$ cat src/rtl/dram_ctrl_if.sv
// 68040 transfer-request and DRAM strobe signals shared by dram_ctrl and its bus master.
interface dram_ctrl_if;
  logic       nTS;
  logic       dramsel;
  logic       RnW;
  logic [1:0] SIZ;
  logic       nRAS;
  logic       nCAS;
  logic       nWE;
  logic       MUX;
  logic       nTA;
  logic       nTBI;

  modport master (
    output nTS, dramsel, RnW, SIZ,
    input  nRAS, nCAS, nWE, MUX, nTA, nTBI
  );

  modport slave (
    input  nTS, dramsel, RnW, SIZ,
    output nRAS, nCAS, nWE, MUX, nTA, nTBI
  );
endinterface

$ cat src/rtl/dram_ctrl.sv
// Single-access DRAM controller for a 68040 bus: RAS/CAS sequencing, CAS-before-RAS refresh,
// registered glitch-free strobes decoded from the next state.
module dram_ctrl #(
  parameter int unsigned REFRESH_INTERVAL = 390,
  parameter int unsigned PRECHARGE_CYCLES = 2
) (
  input  logic       BCLK,
  input  logic       RESET,
  dram_ctrl_if.slave bus
);

  localparam int unsigned RI = (REFRESH_INTERVAL < 1) ? 1 : REFRESH_INTERVAL;
  localparam int unsigned PC = (PRECHARGE_CYCLES < 1) ? 1 : PRECHARGE_CYCLES;
  localparam int unsigned RW = (RI > 1) ? $clog2(RI) : 1;
  localparam int unsigned WW = (PC > 1) ? $clog2(PC) : 1;

  localparam logic [RW-1:0] REF_RELOAD = RW'(RI - 1);
  localparam logic [WW-1:0] PRE_LOAD   = WW'(PC - 1);
  localparam logic [WW-1:0] HOLD_LOAD  = WW'(1);

  typedef enum logic [3:0] {
    S_IDLE,
    S_ROW,
    S_COL,
    S_CAS,
    S_ACK,
    S_PRE,
    S_REF_CAS,
    S_REF_RAS,
    S_REF_HOLD
  } state_e;

  state_e        state_q, state_d;
  logic [WW-1:0] wcnt_q, wcnt_d;
  logic [RW-1:0] rcnt_q, rcnt_d;
  logic          acc_pend_q, acc_pend_d;
  logic          ref_pend_q, ref_pend_d;
  logic          rnw_q, rnw_d;
  logic [1:0]    siz_q, siz_d;
  logic          capture;
  logic          acc_done;
  logic          ref_done;

  logic nras_q, nras_d;
  logic ncas_q, ncas_d;
  logic nwe_q,  nwe_d;
  logic mux_q,  mux_d;
  logic nta_q,  nta_d;
  logic ntbi_q, ntbi_d;

  // A new request is only accepted while nothing is pending or in service
  assign capture = ~bus.nTS & bus.dramsel & ~acc_pend_q;

  always_comb begin
    acc_pend_d = acc_pend_q;
    rnw_d      = rnw_q;
    siz_d      = siz_q;
    if (capture) begin
      acc_pend_d = 1'b1;
      rnw_d      = bus.RnW;
      siz_d      = bus.SIZ;
    end else if (acc_done) begin
      acc_pend_d = 1'b0;
    end

    // Expiry is applied after the clear so a coincident expiry still queues a refresh
    ref_pend_d = ref_done ? 1'b0 : ref_pend_q;
    rcnt_d     = rcnt_q - 1'b1;
    if (rcnt_q == '0) begin
      ref_pend_d = 1'b1;
      rcnt_d     = REF_RELOAD;
    end
  end

  always_comb begin
    state_d  = state_q;
    wcnt_d   = wcnt_q;
    acc_done = 1'b0;
    ref_done = 1'b0;
    case (state_q)
      S_IDLE: begin
        if (ref_pend_q) begin
          state_d = S_REF_CAS;
        end else if (acc_pend_q || capture) begin
          state_d = S_ROW;
        end
      end
      S_ROW:     state_d = S_COL;
      S_COL:     state_d = S_CAS;
      S_CAS:     state_d = S_ACK;
      S_ACK: begin
        acc_done = 1'b1;
        state_d  = S_PRE;
        wcnt_d   = PRE_LOAD;
      end
      S_PRE: begin
        if (wcnt_q == '0) begin
          state_d = S_IDLE;
        end else begin
          wcnt_d = wcnt_q - 1'b1;
        end
      end
      S_REF_CAS: state_d = S_REF_RAS;
      S_REF_RAS: begin
        state_d = S_REF_HOLD;
        wcnt_d  = HOLD_LOAD;
      end
      S_REF_HOLD: begin
        if (wcnt_q == '0) begin
          ref_done = 1'b1;
          state_d  = S_PRE;
          wcnt_d   = PRE_LOAD;
        end else begin
          wcnt_d = wcnt_q - 1'b1;
        end
      end
      default:   state_d = S_IDLE;
    endcase
  end

  // Strobes are decoded from the next state and registered, so they change cleanly on the edge
  always_comb begin
    nras_d = 1'b1;
    ncas_d = 1'b1;
    nwe_d  = 1'b1;
    mux_d  = 1'b0;
    nta_d  = 1'b1;
    ntbi_d = 1'b1;
    case (state_d)
      S_ROW: begin
        nras_d = 1'b0;
      end
      S_COL: begin
        nras_d = 1'b0;
        mux_d  = 1'b1;
        nwe_d  = rnw_d;
      end
      S_CAS: begin
        nras_d = 1'b0;
        ncas_d = 1'b0;
        mux_d  = 1'b1;
        nwe_d  = rnw_d;
      end
      S_ACK: begin
        nras_d = 1'b0;
        ncas_d = 1'b0;
        mux_d  = 1'b1;
        nwe_d  = rnw_d;
        nta_d  = 1'b0;
        ntbi_d = (siz_d == 2'b11) ? 1'b0 : 1'b1;
      end
      S_REF_CAS: begin
        ncas_d = 1'b0;
      end
      S_REF_RAS, S_REF_HOLD: begin
        ncas_d = 1'b0;
        nras_d = 1'b0;
      end
      default: begin
        nras_d = 1'b1;
      end
    endcase
  end

  always_ff @(posedge BCLK) begin
    if (RESET) begin
      state_q    <= S_IDLE;
      wcnt_q     <= '0;
      rcnt_q     <= REF_RELOAD;
      acc_pend_q <= 1'b0;
      ref_pend_q <= 1'b0;
      nras_q     <= 1'b1;
      ncas_q     <= 1'b1;
      nwe_q      <= 1'b1;
      mux_q      <= 1'b0;
      nta_q      <= 1'b1;
      ntbi_q     <= 1'b1;
    end else begin
      state_q    <= state_d;
      wcnt_q     <= wcnt_d;
      rcnt_q     <= rcnt_d;
      acc_pend_q <= acc_pend_d;
      ref_pend_q <= ref_pend_d;
      nras_q     <= nras_d;
      ncas_q     <= ncas_d;
      nwe_q      <= nwe_d;
      mux_q      <= mux_d;
      nta_q      <= nta_d;
      ntbi_q     <= ntbi_d;
    end
  end

  always_ff @(posedge BCLK) begin
    rnw_q <= rnw_d;
    siz_q <= siz_d;
  end

  assign bus.nRAS = nras_q;
  assign bus.nCAS = ncas_q;
  assign bus.nWE  = nwe_q;
  assign bus.MUX  = mux_q;
  assign bus.nTA  = nta_q;
  assign bus.nTBI = ntbi_q;

endmodule

$ cat src/flat_wrapper.sv
// flat-port wrapper written by rule: the top's interface ports become plain ports
module dram_ctrl_flat 
#(
  parameter int unsigned REFRESH_INTERVAL = 390,
  parameter int unsigned PRECHARGE_CYCLES = 2
)
  (BCLK, RESET, bus_nTS, bus_dramsel, bus_RnW, bus_SIZ, bus_nRAS, bus_nCAS, bus_nWE, bus_MUX, bus_nTA, bus_nTBI);
  dram_ctrl_if bus_i ();
  input  logic BCLK;
  input  logic RESET;
  input wire logic [$bits(bus_i.nTS)-1:0] bus_nTS;
  input wire logic [$bits(bus_i.dramsel)-1:0] bus_dramsel;
  input wire logic [$bits(bus_i.RnW)-1:0] bus_RnW;
  input wire logic [$bits(bus_i.SIZ)-1:0] bus_SIZ;
  output wire logic [$bits(bus_i.nRAS)-1:0] bus_nRAS;
  output wire logic [$bits(bus_i.nCAS)-1:0] bus_nCAS;
  output wire logic [$bits(bus_i.nWE)-1:0] bus_nWE;
  output wire logic [$bits(bus_i.MUX)-1:0] bus_MUX;
  output wire logic [$bits(bus_i.nTA)-1:0] bus_nTA;
  output wire logic [$bits(bus_i.nTBI)-1:0] bus_nTBI;
  assign bus_i.nTS = bus_nTS;
  assign bus_i.dramsel = bus_dramsel;
  assign bus_i.RnW = bus_RnW;
  assign bus_i.SIZ = bus_SIZ;
  assign bus_nRAS = bus_i.nRAS;
  assign bus_nCAS = bus_i.nCAS;
  assign bus_nWE = bus_i.nWE;
  assign bus_MUX = bus_i.MUX;
  assign bus_nTA = bus_i.nTA;
  assign bus_nTBI = bus_i.nTBI;
  dram_ctrl #(.REFRESH_INTERVAL(REFRESH_INTERVAL), .PRECHARGE_CYCLES(PRECHARGE_CYCLES)) u_core (.BCLK(BCLK), .RESET(RESET), .bus(bus_i));
endmodule
$ cat config.mk
export PLATFORM = sky130hd
export DESIGN_NAME = dram_ctrl_flat
export DESIGN_NICKNAME = d
export VERILOG_FILES = /design/src/rtl/dram_ctrl_if.sv /design/src/rtl/dram_ctrl.sv /design/src/flat_wrapper.sv
export SDC_FILE = /design/constraint.sdc
export NUM_CORES = 1
export LEC_CHECK = 0
export CELL_PAD_IN_SITES_DETAIL_PLACEMENT = 0
export CELL_PAD_IN_SITES_GLOBAL_PLACEMENT = 2
export CORE_MARGIN = 5
export CORE_UTILIZATION = 33
export CTS_CLUSTER_SIZE = 8
export DETAILED_ROUTE_END_ITERATION = 8
export GPL_ROUTABILITY_DRIVEN = 0
export PLACE_DENSITY = 0.88
export SYNTH_ARGS = -nofsm -noshare
export SYNTH_HDL_FRONTEND = slang
export SYNTH_SLANG_ARGS = --single-unit
$ cat constraint.sdc
create_clock -name BCLK -period 2.06 [get_ports BCLK]
set_input_delay 0.412 -clock BCLK [delete_from_list [all_inputs] [get_ports BCLK]]
set_output_delay 0.412 -clock BCLK [all_outputs]
set_load 0.005 [all_outputs]
==> summary.txt <==
CTS Hold Bufs = 0
DRC = 0
Post-route antenna net violation count = 0
Layout cells sized above 1 = 9.15%
Worst Path Required = 2260 ps
Tmin final = 1730 ps
Maximum clock path buffer count = 2
Synth Warn # = 0
FF+latch count, synth = 25
Status = completed
Final Instance Count excl. Fillers = 188
Worst slew pin tran = 533 ps
Worst Hold Path EP = u_core.rcnt_q[0]
Seq/Total Area, Yosys = 44.0%
Pre-Repair DR Iteration Count = 4
Crit path arrival time = 1930 ps
Max_cap viols = 0
Final setup fails = 0
Worst Min Path Start = u_core.rcnt_q[0]
First-pass GRT wire length = 3830 microns
Cell count after placement = 184
DRT Wirelength = 2160 microns
Highest Signal Layer = met4
Synth unique cells = 40
Initial Util = 34.1%
DR WL/cell = 11.5 microns
DR iter-0 viols = 42
Hold crit path type = reg -> reg
Cell area after layout = 1320 sq um
Crit end category = register
Sum Neg Setup Slack = 0 ps
Worst vdd ir = 0.000365 V
Number of CTS-inserted buffers = 3
WHS Path Cells = 1
Syn Nets = 140
Worst path cell trace = nor3_1 > nand3_1 > o311a_1 > o21ai_1 > nand4_1
Die X = 68.7 microns
Reg2Reg Depth = 5
Avg Cell Area, Syn = 8.68 sq um
Post-DP HPWL = 1610 microns
CTS Root Cell = clkbuf_4
Sequential standard cell area = 500 sq um
P_leak = 0.000493 uW
CTS tree = done
H-tree Lvls = 1
Area of the multi-input gates = 587 sq um
Vias/cell = 4.73
Die H = 68.7 microns
Startpoint types = register
Core area = 3340 sq um
Final Hold Viols = 0
Max frequency = 0.577 GHz
GRT Total Usage = 10.5%
# Post-CTS Setup Buffers = 0
Rows = 21
Final nets = 152
Vias = 890
Critical Path Max Stage Delay = 500 ps
Reg-to-reg startpoint = u_core.state_q[1]
Congestion Overflow GR = 0
Highest-delay cell along the critical path = dfxtp_1
Cell Area, Placed = 1290 sq um
Main synth FF type = dfxtp_1
Filler cell count = 356
I/O pins = 13
CP max FO = 17
Largest net degree at the start of global routing = 18
Clock latency at the later pin of the worst-skew pair = 300 ps
Tcrit/Tclk final = 84.1%
Clock Skews = 4.65 ps
Synth Cell Area = 1140 sq um
Diodes inserted = 0
Slew Limit Fails = 0
Vias in the first global route = 837
Die area = 4720 sq um
Input/output buffers = 12
Post-synth ARST share = 0%
Met3 WL post-DR = 93 microns
RSZ-0062 raised after global routing = false
Clock sinks = 25
Pre-CTS setup slack = 93.7 ps
Power per cell area = 760 nW/um^2
Post_cts resized = 0
PnR worst setup slack = 327 ps
Class of the most critical setup path = reg -> reg
RR Endpoint = u_core.bus.nTBI
Clk slew on worst S/H paths = 130 ps
Synth-to-layout area growth = 16.2%
Synthesized instance count = 131
Metal2 WL = 970 microns
Worst slew margin = 64.4%
WL met1 = 1060 microns
Worst R2R Setup Slack = 330 ps
Initial antenna violation count = 0
Post-synth EDFFs = 0
[layer usage]
metal | track usage (%) | vias to the layer above
met2 | 16.4 | 21
met3 | 1.94 | 2
met5 | 0 | -
met1 | 14.8 | 395
met4 | 2.92 | 0
li1 | - | 472
[Yosys cell counts (3+ instances only)]
| cell | count | area, sq um |
|---|---|---|
| nand3_1 | 5 | 25.0 |
| a21oi_1 | 5 | 25.0 |
| xnor2_1 | 5 | 43.8 |
| inv_1 | 6 | 22.5 |
| nor3_1 | 4 | 20.0 |
| nor2b_1 | 6 | 37.5 |
| mux2_2 | 3 | 33.8 |
| dfxtp_1 | 25 | 500 |
| nand2_1 | 13 | 48.8 |
| buf_2 | 4 | 20.0 |
| nor2_1 | 18 | 67.6 |
[cells by family after synthesis]
| logic type | after synthesis | synth area share (%) |
|---|---|---|
| flops | 25 | 44.0 |
| buf+inv | 12 | 4.40 |
| fa+ha+maj | 2 | 2.20 |
| simple gates | 56 | 24.5 |
| mux | 3 | 2.97 |
| compound gates | 26 | 16.5 |
| xor+xnor | 7 | 5.39 |
[cell usage in the layout (no fill, tap or decap), types with 2 or more instances in the layout]
cell and count:
a21oi_1 5, a31oi_1 2, clkbuf_4 3, clkdlybuf4s50_1 12
dfxtp_1 25, ha_1 2, inv_1 6, mux2_2 3
nand2_1 13, nand3_1 5, nand4_1 2, nor2_1 18
nor2b_1 6, nor3_1 4, o21ai_0 2, o21ai_1 2
o21bai_1 2, xnor2_1 5, xor2_1 2
[per-stage QoR]
step / utilization (%) / hold WS (ps) / power [uW]
after floorplan: - / 395 / 736
after detailed placement: 38.8 / 432 / 808
final: 39.6 / 450 / 1000
after CTS: 39.6 / 463 / 1020
after global routing: 39.6 / 496 / 1090
after global placement: 38.8 / 430 / 807
[worst max-delay path, delay by kind of cell, from the launching register on]
kind | cells | cell delay (ps)
simple gates | 3 | 710
compound gates | 2 | 420
flops | 1 | 500
[area by class of cell]
class / instances / share of cell area (%)
Clock buffer: 4 / 1.99
Tap cell: 46 / 4.36
Multi-Input combinational cell: 94 / 44.4
Timing Repair Buffer: 13 / 9.66
Inverter: 6 / 1.70
Sequential cell: 25 / 37.9
[power breakdown]
group          switching [uW]  leakage [uW]  internal, uW
Sequential               50.1      0.000205           531
Combinational            95.4      0.000273           120
Clock                     133     0.0000150          75.3
Total                     278      0.000493           726
[worst max-delay path by stage]
| stage | endpoint | depth (start not counted) | from | slack, ps |
|---|---|---|---|---|
| floorplan | u_core.rcnt_q[5] | 5 | u_core.rcnt_q[4] | 600 |
| global placement | u_core.bus.nTBI | 6 | bus_dramsel | 110 |
| detailed placement | u_core.bus.nTBI | 6 | bus_dramsel | 90 |
| CTS | u_core.bus.nTBI | 5 | u_core.state_q[2] | 340 |
| global route | u_core.bus.nTBI | 5 | u_core.state_q[2] | 120 |
| finish | u_core.bus.nTBI | 5 | u_core.state_q[1] | 330 |
[flip-flops by register name (all words and copies together), names as in the netlist]
name               flops
u_core.rcnt_q          9
u_core.state_q         4
u_core.siz_q           2
u_core.acc_pend_q      1
u_core.bus.MUX         1
u_core.bus.nCAS        1
u_core.bus.nRAS        1
u_core.bus.nTA         1
u_core.bus.nTBI        1
u_core.bus.nWE         1
u_core.ref_pend_q      1
u_core.rnw_q           1
u_core.wcnt_q          1
No activity file was read; power rests on OpenSTA's default activity.
==> RTL edit: new RTL, same flow settings <==
Reset style: asynchronous (`RESET`), changed in one clocked block.
--- a/src/rtl/dram_ctrl.sv
+++ b/src/rtl/dram_ctrl.sv
@@ -162,7 +162,7 @@
     endcase
   end
 
-  always_ff @(posedge BCLK) begin
+  always_ff @(posedge BCLK or posedge RESET) begin
     if (RESET) begin
       state_q    <= S_IDLE;
       wcnt_q     <= '0;
Behaviour: differs if RESET is asserted again (counterexample within 4 cycles, from zero or initial values and one cycle with RESET high); with RESET held inactive, the same outputs for 10 cycles.
==> RTL edit against the unedited design <==
  * Design area increased by 4.7%
  * Critical endpoint is now u_core.rcnt_q[0]$_DFF_PP1_
  * Worst hold slack got worse by 0.033 ns
  * Via count increased by 3.8%
  * Sequential cell count unchanged
  * Synthesized area increased by 3.5%
  * Die area increased by 3.0%
  * Fmax decreased by 9.5%
  * Routed wire length increased by 5.8%
  * Global-route usage decreased by 0.19 points
  * Clock skew decreased by 0.00094 ns
  * Setup slack got worse by 0.18 ns
Power is not compared: it rests on default switching activity, and its combinational part moved more than twofold at a synthesized area within 25%.
==> RTL edit: results (changes against the unedited design) <==
[synth]
synth.area.top_cells=dfrtp_1 28%, dfstp_2 20%, dfxtp_1 5.1%, o21ai_0 4.7%, a21oi_1 3.4%
yosysSeqAreaShare_pct=52.8  ; +8.8 points
synth_common_cells=13 x dfrtp_1, 11 x o21ai_0, 9 x dfstp_2, 9 x nand2_1
synth.distinct_cells=35  ; -13%
syn-num-nets=126  ; -10%

[worst_setup_path]
cpMaxStageDelayCell=or4_4
timing.rr.start=u_core.rcnt_q[1]$_DFF_PP0_
worstReg2RegEnd=u_core.rcnt_q[0]$_DFF_PP1_
arrival_ns=2.18  ; +0.25 ns
reg2reg_setup_slack_ns=0.14  ; -0.18 ns

[route]
wl_met1_mm=1.02  ; -4.2%
totalWireLength_mm=2.28  ; +5.8%
drt-initial-drc-count=55  ; +31%
routed-wl-met2_mm=1.16  ; +20%

[outcome]
status=finished, final reports clean

[final_layout]
layout.nonclk_buf_share_pct=10.3  ; +0.65 points
inv_count=5  ; -1
flops_and_latches=25  ; unchanged
clkCellAreaFrac_pct=1.90  ; -0.090 points
fin_nets=141  ; -7.2%

[grt]
use_met1_pct=11.9  ; -2.9 points
grt_pass1_wl_mm=4.05  ; +5.8%
met2_usage_pct=18.1  ; +1.7 points
grt_use_met3_pct=3.48  ; +1.5 points

[placed_design]
place_area_mm2=0.00136  ; +4.8%
dpl.cell_count=174  ; -5.4%
dpl.hpwl_mm=1.64  ; +1.9%

[timing]
worstMarginPinSlew_ns=0.403  ; -0.130 ns
whs_ns=0.417  ; -0.0327 ns

[worst_hold_path]
hold_class=primary input to asynchronous set/reset pin

==> RTL edit: cell count changes in the layout (fill, tap and decap cells not counted), sizes merged, moves of 3 or more <==
cell	delta
nor2b	-3
xnor2	-5
nor2	-9
dfrtp	+13
or4	+4
dfxtp	-22
nand2	-4
dfstp	+9
nand2b	+4
o21ai	+7
a21oi	+3
==> RTL edit: power groups by stage <==
stage / Sequential (W) / Combinational [W] / Clock (W)
finish: 0.000814 / 0.000593 / 0.000215
global route: 0.000837 / 0.000669 / 0.000257
CTS: 0.000812 / 0.000601 / 0.000229
global placement: 0.000819 / 0.000597 / 0
detailed placement: 0.000820 / 0.000601 / 0
floorplan: 0.000725 / 0.000480 / 0
==> RTL edit: tightest hold or removal path: stages <==
cell	delay, ns
clkdlybuf4s50_1	0.40
inv_1	0.05
buf_4	0.27
==> RTL edit: kinds of logic (layout without fill, tap and decap cells) <==
group	Yosys count	after routing	synth area share [%]
simple gates	45	45	22.1
compound gates	32	32	16.4
flops	25	25	52.8
buf+inv	10	24	3.29
mux	3	3	2.87
xor+xnor	2	2	1.49
fa+ha+maj	1	1	1.06
==> RTL edit: worst max-delay path by stage <==
stage | from | end | slack, ns
floorplan | u_core.rcnt_q[1]$_DFF_PP0_ | u_core.ref_pend_q$_DFFE_PP0P_ | 0.31
global placement | bus_dramsel | u_core.bus.nWE$_DFF_PP1_ | 0.08
detailed placement | bus_dramsel | u_core.bus.nWE$_DFF_PP1_ | 0.05
CTS | u_core.rcnt_q[1]$_DFF_PP0_ | u_core.rcnt_q[0]$_DFF_PP1_ | 0.13
global route | u_core.rcnt_q[1]$_DFF_PP0_ | u_core.rcnt_q[0]$_DFF_PP1_ | 0.05
finish | u_core.rcnt_q[1]$_DFF_PP0_ | u_core.rcnt_q[0]$_DFF_PP1_ | 0.14
